==> src/rtl/key_debounce_if.sv <==
// Raw key inputs and debounced level/strobe outputs.
// The master side models the buttons; the debouncer is the slave.
interface key_debounce_if #(
  parameter int CH = 2
);
  logic [CH-1:0] key_in;
  logic [CH-1:0] key_level;
  logic [CH-1:0] key_press;
  logic [CH-1:0] key_release;

  modport master (
    output key_in,
    input  key_level,
    input  key_press,
    input  key_release
  );

  modport slave (
    input  key_in,
    output key_level,
    output key_press,
    output key_release
  );
endinterface

==> src/rtl/key_debounce.sv <==
// Per-channel two-flop synchronizer and four-state debounce FSM.
// Emits a registered level plus one-cycle press/release strobes.
module key_debounce #(
  parameter int CH            = 2,
  parameter int DB_CYCLES     = 1000000,
  parameter bit ACTIVE_LOW_IN = 1'b1
) (
  input  logic           clk,
  input  logic           reset_n,
  key_debounce_if.slave  kif
);

  typedef enum logic [1:0] {
    RELEASED     = 2'd0,
    PRESS_WAIT   = 2'd1,
    PRESSED      = 2'd2,
    RELEASE_WAIT = 2'd3
  } state_e;

  localparam logic [23:0]   DB   = 24'(DB_CYCLES);
  localparam logic [CH-1:0] IDLE = {CH{ACTIVE_LOW_IN}};

  logic [CH-1:0] s1_q;
  logic [CH-1:0] s2_q;
  logic [CH-1:0] pressed_s;

  // Reset to the released level so reset never looks like a press.
  always_ff @(posedge clk) begin
    if (!reset_n) begin
      s1_q <= IDLE;
      s2_q <= IDLE;
    end else begin
      s1_q <= kif.key_in;
      s2_q <= s1_q;
    end
  end

  assign pressed_s = s2_q ^ IDLE;

  for (genvar i = 0; i < CH; i++) begin : g_ch
    state_e      state_q;
    logic [23:0] cnt_q;
    logic        lvl_q;
    logic        prs_q;
    logic        rel_q;

    always_ff @(posedge clk) begin
      if (!reset_n) begin
        state_q <= RELEASED;
        cnt_q   <= '0;
        lvl_q   <= 1'b0;
        prs_q   <= 1'b0;
        rel_q   <= 1'b0;
      end else begin
        prs_q <= 1'b0;
        rel_q <= 1'b0;
        unique case (state_q)
          RELEASED: begin
            if (pressed_s[i]) begin
              state_q <= PRESS_WAIT;
              cnt_q   <= 24'd1;
            end
          end
          PRESS_WAIT: begin
            if (!pressed_s[i]) begin
              state_q <= RELEASED;
              cnt_q   <= '0;
            end else if (cnt_q == DB) begin
              state_q <= PRESSED;
              lvl_q   <= 1'b1;
              prs_q   <= 1'b1;
              cnt_q   <= '0;
            end else begin
              cnt_q <= cnt_q + 24'd1;
            end
          end
          PRESSED: begin
            if (!pressed_s[i]) begin
              state_q <= RELEASE_WAIT;
              cnt_q   <= 24'd1;
            end
          end
          RELEASE_WAIT: begin
            if (pressed_s[i]) begin
              state_q <= PRESSED;
              cnt_q   <= '0;
            end else if (cnt_q == DB) begin
              state_q <= RELEASED;
              lvl_q   <= 1'b0;
              rel_q   <= 1'b1;
              cnt_q   <= '0;
            end else begin
              cnt_q <= cnt_q + 24'd1;
            end
          end
          default: begin
            state_q <= RELEASED;
            cnt_q   <= '0;
          end
        endcase
      end
    end

    assign kif.key_level[i]   = lvl_q;
    assign kif.key_press[i]   = prs_q;
    assign kif.key_release[i] = rel_q;
  end

endmodule
==> src/flat_wrapper.sv <==
// flat-port wrapper written by rule: the top's interface ports become plain ports
module key_debounce_flat 
#(
  parameter int CH            = 2,
  parameter int DB_CYCLES     = 1000000,
  parameter bit ACTIVE_LOW_IN = 1'b1
)
  (clk, reset_n, kif_key_in, kif_key_level, kif_key_press, kif_key_release);
  key_debounce_if #(.CH(CH)) kif_i ();
  input  logic clk;
  input  logic reset_n;
  input wire logic [$bits(kif_i.key_in)-1:0] kif_key_in;
  output wire logic [$bits(kif_i.key_level)-1:0] kif_key_level;
  output wire logic [$bits(kif_i.key_press)-1:0] kif_key_press;
  output wire logic [$bits(kif_i.key_release)-1:0] kif_key_release;
  assign kif_i.key_in = kif_key_in;
  assign kif_key_level = kif_i.key_level;
  assign kif_key_press = kif_i.key_press;
  assign kif_key_release = kif_i.key_release;
  key_debounce #(.CH(CH), .DB_CYCLES(DB_CYCLES), .ACTIVE_LOW_IN(ACTIVE_LOW_IN)) u_core (.clk(clk), .reset_n(reset_n), .kif(kif_i));
endmodule
==> config.mk <==
export PLATFORM = sky130hd
export DESIGN_NAME = key_debounce_flat
export DESIGN_NICKNAME = d
export VERILOG_FILES = /design/src/rtl/key_debounce_if.sv /design/src/rtl/key_debounce.sv /design/src/flat_wrapper.sv
export SDC_FILE = /design/constraint.sdc
export NUM_CORES = 1
export LEC_CHECK = 0
export CAP_MARGIN = 0
export CORE_MARGIN = 3
export CORE_UTILIZATION = 50
export CTS_CLUSTER_SIZE = 24
export DETAILED_ROUTE_END_ITERATION = 10
export PLACE_DENSITY = 0.74
export SLEW_MARGIN = 0
export SYNTH_ARGS = -nofsm -noshare
export SYNTH_HDL_FRONTEND = slang
export SYNTH_SLANG_ARGS = --single-unit
==> constraint.sdc <==
create_clock -name clk -period 2.2 [get_ports clk]
set_input_delay 0.33 -clock clk [delete_from_list [all_inputs] [get_ports clk]]
set_output_delay 0.33 -clock clk [all_outputs]
set_load 0.05 [all_outputs]
==> reports/results.ini <==
[setup_path]
path_class = reg -> reg
slowest_stage = nor4_2
slowest_delay_ns = 0.36
worstRegToRegCells = 8
crit_required_ns = 2.43
start_kind = flop
reg2reg_setup_slack_ns = -0.10
path_cells = inv_1 -> ha_1 -> nor3b_1 -> nand4_1 -> nor4_2 -> buf_4 -> mux2_2 -> o21a_1
r2r-end = u_core.g_ch[1].lvl_q
cp-end-kind = flop
cp_max_fo = 5
r2r-start = u_core.g_ch[1].cnt_q[0]
startpoint = u_core.g_ch[1].cnt_q[0]
cp.arrival_ns = 2.54

[cells_and_area]
most-common-layout-cells = dfxtp_1 (59), buf_4 (33), nand2_1 (29)
post-route-util_pct = 63.6
design_area_mm2 = 0.00388
finalNetCount = 435
final_common_cell = dfxtp_1
area_growth_pct = 19.8
antenna_cells = 0
drive_gt1_share_pct = 16.9

[timing]
fmax_mhz = 434
rsz0062_at_grt = yes
clock_skew_ns = 0.0126
fin_crit_ns = 2.30
hold_ws_ns = 0.410
max-slew-margin-rel_pct = 67.4
finalSetupViolCount = 1
finalHoldViolations = 0
slew_viol_final = 0
worst_pin_slew_ns = 0.483
worst_slack_ns = -0.102
period_share_pct = 105

[synth]
yosys_warnings = 0
synth-seq-cells = 62
syn_inst = 395
synth_top_flop_cell = dfxtp_1
synth_area_mm2 = 0.00324
ys_types = 57
synthArstFlopShare_pct = 0
synth_seq_area_share_pct = 38.4
synth_area_per_cell_um2 = 8.19
synth-edff-count = 0
synth_nets = 403

[clock_tree]
cts.sinks = 62
root_buffer = clkbuf_8
h-tree-depth = 3
clk_pin_slew_ns = 0.07
clock_latency_ns = 0.34
cts.path.max_buffers = 2
cts_buffers = 9
cts_tree = built

[drt]
drtIter0Drc = 204
first_pass_iters = 5
drc = 0
wirelength_mm = 8.28
wire_per_inst_um = 16.3
vias_per_cell = 6.26
ant_nets = 0
route.vias.total = 3172

[floorplanning]
row_count = 28
start_util_pct = 53.1
dieWidth_um = 86.4
io_pins = 10
core_area_mm2 = 0.00610
dieArea_mm2 = 0.00747
die_h_um = 86.4

[global_routing]
overflow = 0
grt_pass1_wl_mm = 13.9
grt_max_degree = 17
antenna_found_initial = 0
grt_pass1_vias = 3080
grt_use_total_pct = 23.1

[power]
leakage_uw = 0.00136
ir_drop_uv = 442
power-per-cell-area_mw_per_mm2 = 604
power_uw = 2340

[status]
status = complete, but fails checks
violations = negative setup slack

[placed_design]
place_ws_ns = -0.0808
gp_congestion = 0.865
post_dp_cell_area_mm2 = 0.00350
dp_hpwl_mm = 5.27
port_buffers = 9

[min_path]
whs_endpoint = u_core.s2_q[1]
whs_path_depth = 1
worstHoldPathType = reg -> reg
hold_start = u_core.s1_q[1]

[flow_run]
cap_violations = 0

area by class of cell:
class / count / area [um2]
inverter: 15 / 56.3
sequential: 62 / 1240
clock inverter: 6 / 83.8
multi-input combinational: 294 / 1880
fill: 524 / 2220
timing repair buffer: 45 / 380
clock buffer: 10 / 138
tap: 75 / 93.8
state kept, by name, summed over array words and instances (netlist names), named ones only:
name and flops:
u_core.g_ch.cnt_q 48, u_core.g_ch.lvl_q 2, u_core.g_ch.prs_q 2, u_core.g_ch.rel_q 2, u_core.g_ch.state_q 2, u_core.s1_q 2, u_core.s2_q 2
worst max-delay path by stage:
| stage | to | cells after the start | slack, ns |
|---|---|---|---|
| floorplan | u_core.g_ch[1].cnt_q[10] | 6 | -0.02 |
| global placement | u_core.g_ch[1].cnt_q[11] | 5 | -0.05 |
| CTS | u_core.g_ch[1].cnt_q[11] | 5 | 0.001 |
| global route | u_core.g_ch[1].lvl_q | 8 | -0.22 |
| detailed placement | u_core.g_ch[1].cnt_q[11] | 5 | -0.08 |
| finish | u_core.g_ch[1].lvl_q | 8 | -0.10 |
layer usage:
metal | GRT usage, % | share of wire [%] | up-vias
met5 | 0 | 0 | -
met4 | 11.5 | 2.3 | 0
met3 | 5.51 | 4.5 | 27
met2 | 39.5 | 50 | 99
met1 | 27.0 | 43 | 1499
li1 | - | - | 1547
report_power, final:
| part | total, uW | internal (uW) | switching, uW |
|---|---|---|---|
| Combinational | 84.5 | 31.1 | 53.3 |
| Sequential | 1140 | 1130 | 9.08 |
| Clock | 1120 | 667 | 454 |
stage by stage:
| stage | instances | TNS [ns] |
|---|---|---|
| after detailed placement | 483 | -0.366 |
| after global placement | 483 | -0.113 |
| final | 507 | -0.102 |
| after CTS | 502 | 0 |
| after floorplan | 395 | -0.0163 |
| after global routing | 507 | -1.72 |
worst max-delay path: cells and delay by family (launching register included):
family | cells | cell delay, ns
adder cells (fa/ha/maj) | 1 | 0.18
AND/OR/NAND/NOR | 3 | 0.90
multiplexers | 1 | 0.33
AO/OA/AOI/OAI | 1 | 0.16
flip-flops | 1 | 0.35
buffers and inverters | 2 | 0.28
cells in the mapped netlist (3+ instances only):
library cell | instances | share of area [%]
nor4_1 | 11 | 2.1
o21a_1 | 3 | 0.70
xor2_1 | 3 | 0.81
nor3_1 | 8 | 1.2
nand4_1 | 15 | 2.9
a21o_1 | 3 | 0.70
nand3_1 | 19 | 2.9
nor2_1 | 20 | 2.3
and2_1 | 9 | 1.7
nor4b_1 | 4 | 1.1
buf_6 | 3 | 1.0
clkbuf_1 | 15 | 1.7
and3_1 | 9 | 1.7
a22o_1 | 3 | 0.81
or3_1 | 7 | 1.4
inv_1 | 15 | 1.7
or2b_1 | 4 | 0.93
buf_4 | 6 | 1.4
o21ai_0 | 24 | 3.7
dfxtp_1 | 62 | 38
nand2_1 | 29 | 3.4
ha_1 | 4 | 1.5
and4_1 | 7 | 1.9
a41oi_1 | 4 | 1.1
nand2b_1 | 10 | 1.9
a31oi_1 | 25 | 4.8
a21oi_1 | 28 | 4.3
xnor2_1 | 7 | 1.9
repair_timing:
| item | in CTS | in global routing |
|---|---|---|
| setup endpoints to repair | 15 | 22 |
| gates resized for setup | 2 | 16 |
| hold buffers | 0 | 0 |
| pin swaps | 0 | 8 |
| cloned | 1 | 1 |
| setup buffers | 2 | 4 |
kinds of logic (layout without fill, tap and decap cells):
logic type                 Yosys count  in the layout  synth area share [%]
DFF                                 62             62                  38.4
xor gates and xnor gates            10             10                  2.71
and+or+nand+nor                    165            165                  29.0
adders and majority gates            4              4                  1.55
muxes                                3              3                 0.967
AOI/OAI and AO/OA                  110            112                  21.3
buffers and inverters               41             76                  6.15
Power figures use the tool's default switching activity.
==> patch, RTL diff (same flow settings) <==
The 4 states of `state_e` get a one-hot encoding in 4 bits.
--- a/src/rtl/key_debounce.sv
+++ b/src/rtl/key_debounce.sv
@@ -12,7 +12,7 @@
 
-  typedef enum logic [1:0] {
-    RELEASED     = 2'd0,
-    PRESS_WAIT   = 2'd1,
-    PRESSED      = 2'd2,
-    RELEASE_WAIT = 2'd3
+  typedef enum logic [3:0] {
+    RELEASED     = 4'b0001,
+    PRESS_WAIT   = 4'b0010,
+    PRESSED      = 4'b0100,
+    RELEASE_WAIT = 4'b1000
   } state_e;
Formal check against the unedited RTL: no difference found for any inputs over 10 cycles, from zero or initial values and one cycle with reset_n low; not proved beyond that.
==> patch against the unedited design <==
- cell area barely moved
- power grew 0.10%
- die area is 8.3% higher
- worst setup slack better by 0.32 ns
- worst hold slack better by 0.019 ns
- count of clock-buffer cells in the layout is 1 higher
- area after synthesis up 8.9%
- sequential cell count rose by 4
- routed wire length decreased by 12%
- largest cell class unchanged
- critical path type unchanged
==> patch: results (changes against the unedited design) <==
| Metric | Value |
|---|---|
| Result of the run | `complete, no violations (was finished, violations left)` |
| Worst slack after detailed placement | `0.170 ns (was -0.0808 ns)` |
| Detailed Route WL | `7260 um (was 8280 um)` |
| Delay of the slowest cell on the worst path | `0.53 ns (was 0.36 ns)` |
| Min-delay src | `u_core.s1_q[0]$_SDFF_PN1_ (was u_core.s1_q[1]$_SDFF_PN1_)` |
| Flip-flop and latch area | `1320 um^2 (was 1240 um^2)` |
| End point of the most critical hold path | `u_core.s2_q[0]$_SDFF_PN1_ (was u_core.s2_q[1]$_SDFF_PN1_)` |
| Clock tree sinks | `66 (was 62)` |
| Met3 Track Usage GR | `5.09% (was 5.51%)` |
| Non-clock buffer area fraction after layout | `4.84% (was 9.81%)` |
| Cells after DPL | `500 (was 483)` |
| Aggregate global-route resource usage | `18.6% (was 23.1%)` |
| 1st-iter DRT viols | `146 (was 204)` |
| Via count of the first global-routing pass | `2795 (was 3080)` |
| Met1 demand-to-capacity share in global routing | `26.1% (was 27.0%)` |
| Global-route wire length before repair | `12700 um (was 13900 um)` |
| Filler-free cell count of the finished design | `514 (was 507)` |
| Pin count of the biggest net entering global routing | `19 (was 17)` |
| Cell with the largest stage delay on the worst path | `or4b_4 (was nor4_2)` |
| Number of nets in the final layout | `426 (was 435)` |
| Worst Setup EP | `u_core.g_ch[0].cnt_q[11]$_SDFFE_PN0P_ (was u_core.g_ch[1].lvl_q$_SDFFE_PN0P_)` |
| Critical-path maximum fanout | `6 (was 5)` |
| Synth Area per Inst | `8.66 um^2 (was 8.19 um^2)` |
| Fraction of final layout cells sized beyond drive strength 1 | `12.8% (was 16.9%)` |
| Layout Area Growth over Synthesis | `10.1% (was 19.8%)` |
| Data arrival time at the worst-slack endpoint | `2.26 ns (was 2.54 ns)` |
| R2R depth | `7 (was 8)` |
| Hold slack final | `0.429 ns (was 0.410 ns)` |
| Non-clock inverters | `12 (was 15)` |
-- patch: changes by cell type after synthesis, moves of 6 or more --
cell      change
nor2_1       +30
o21ai_0      -13
and2_1        -6
a21oi_1      -11
clkbuf_1     -14
buf_2        +10
xnor2_1      +14
a31oi_1      -11
-- patch: power groups by stage --
stage / registers [mW] / clock network [mW] / logic [mW]
final: 1.22 / 1.01 / 0.121
after global routing: 1.22 / 1.08 / 0.135
after CTS: 1.22 / 1.02 / 0.121
after detailed placement: 1.24 / 0 / 0.120
after global placement: 1.24 / 0 / 0.119
after floorplan: 1.24 / 0 / 0.0921
-- patch: kinds of logic after synthesis --
| logic type | share of synthesized area, % |
|---|---|
| xor gates and xnor gates | 6.96 |
| adders and majority gates | 1.42 |
| buffers and inverters | 5.29 |
| and+or+nand+nor | 35.5 |
| DFF | 37.5 |
| muxes | 0.568 |
| AOI/OAI and AO/OA | 12.8 |
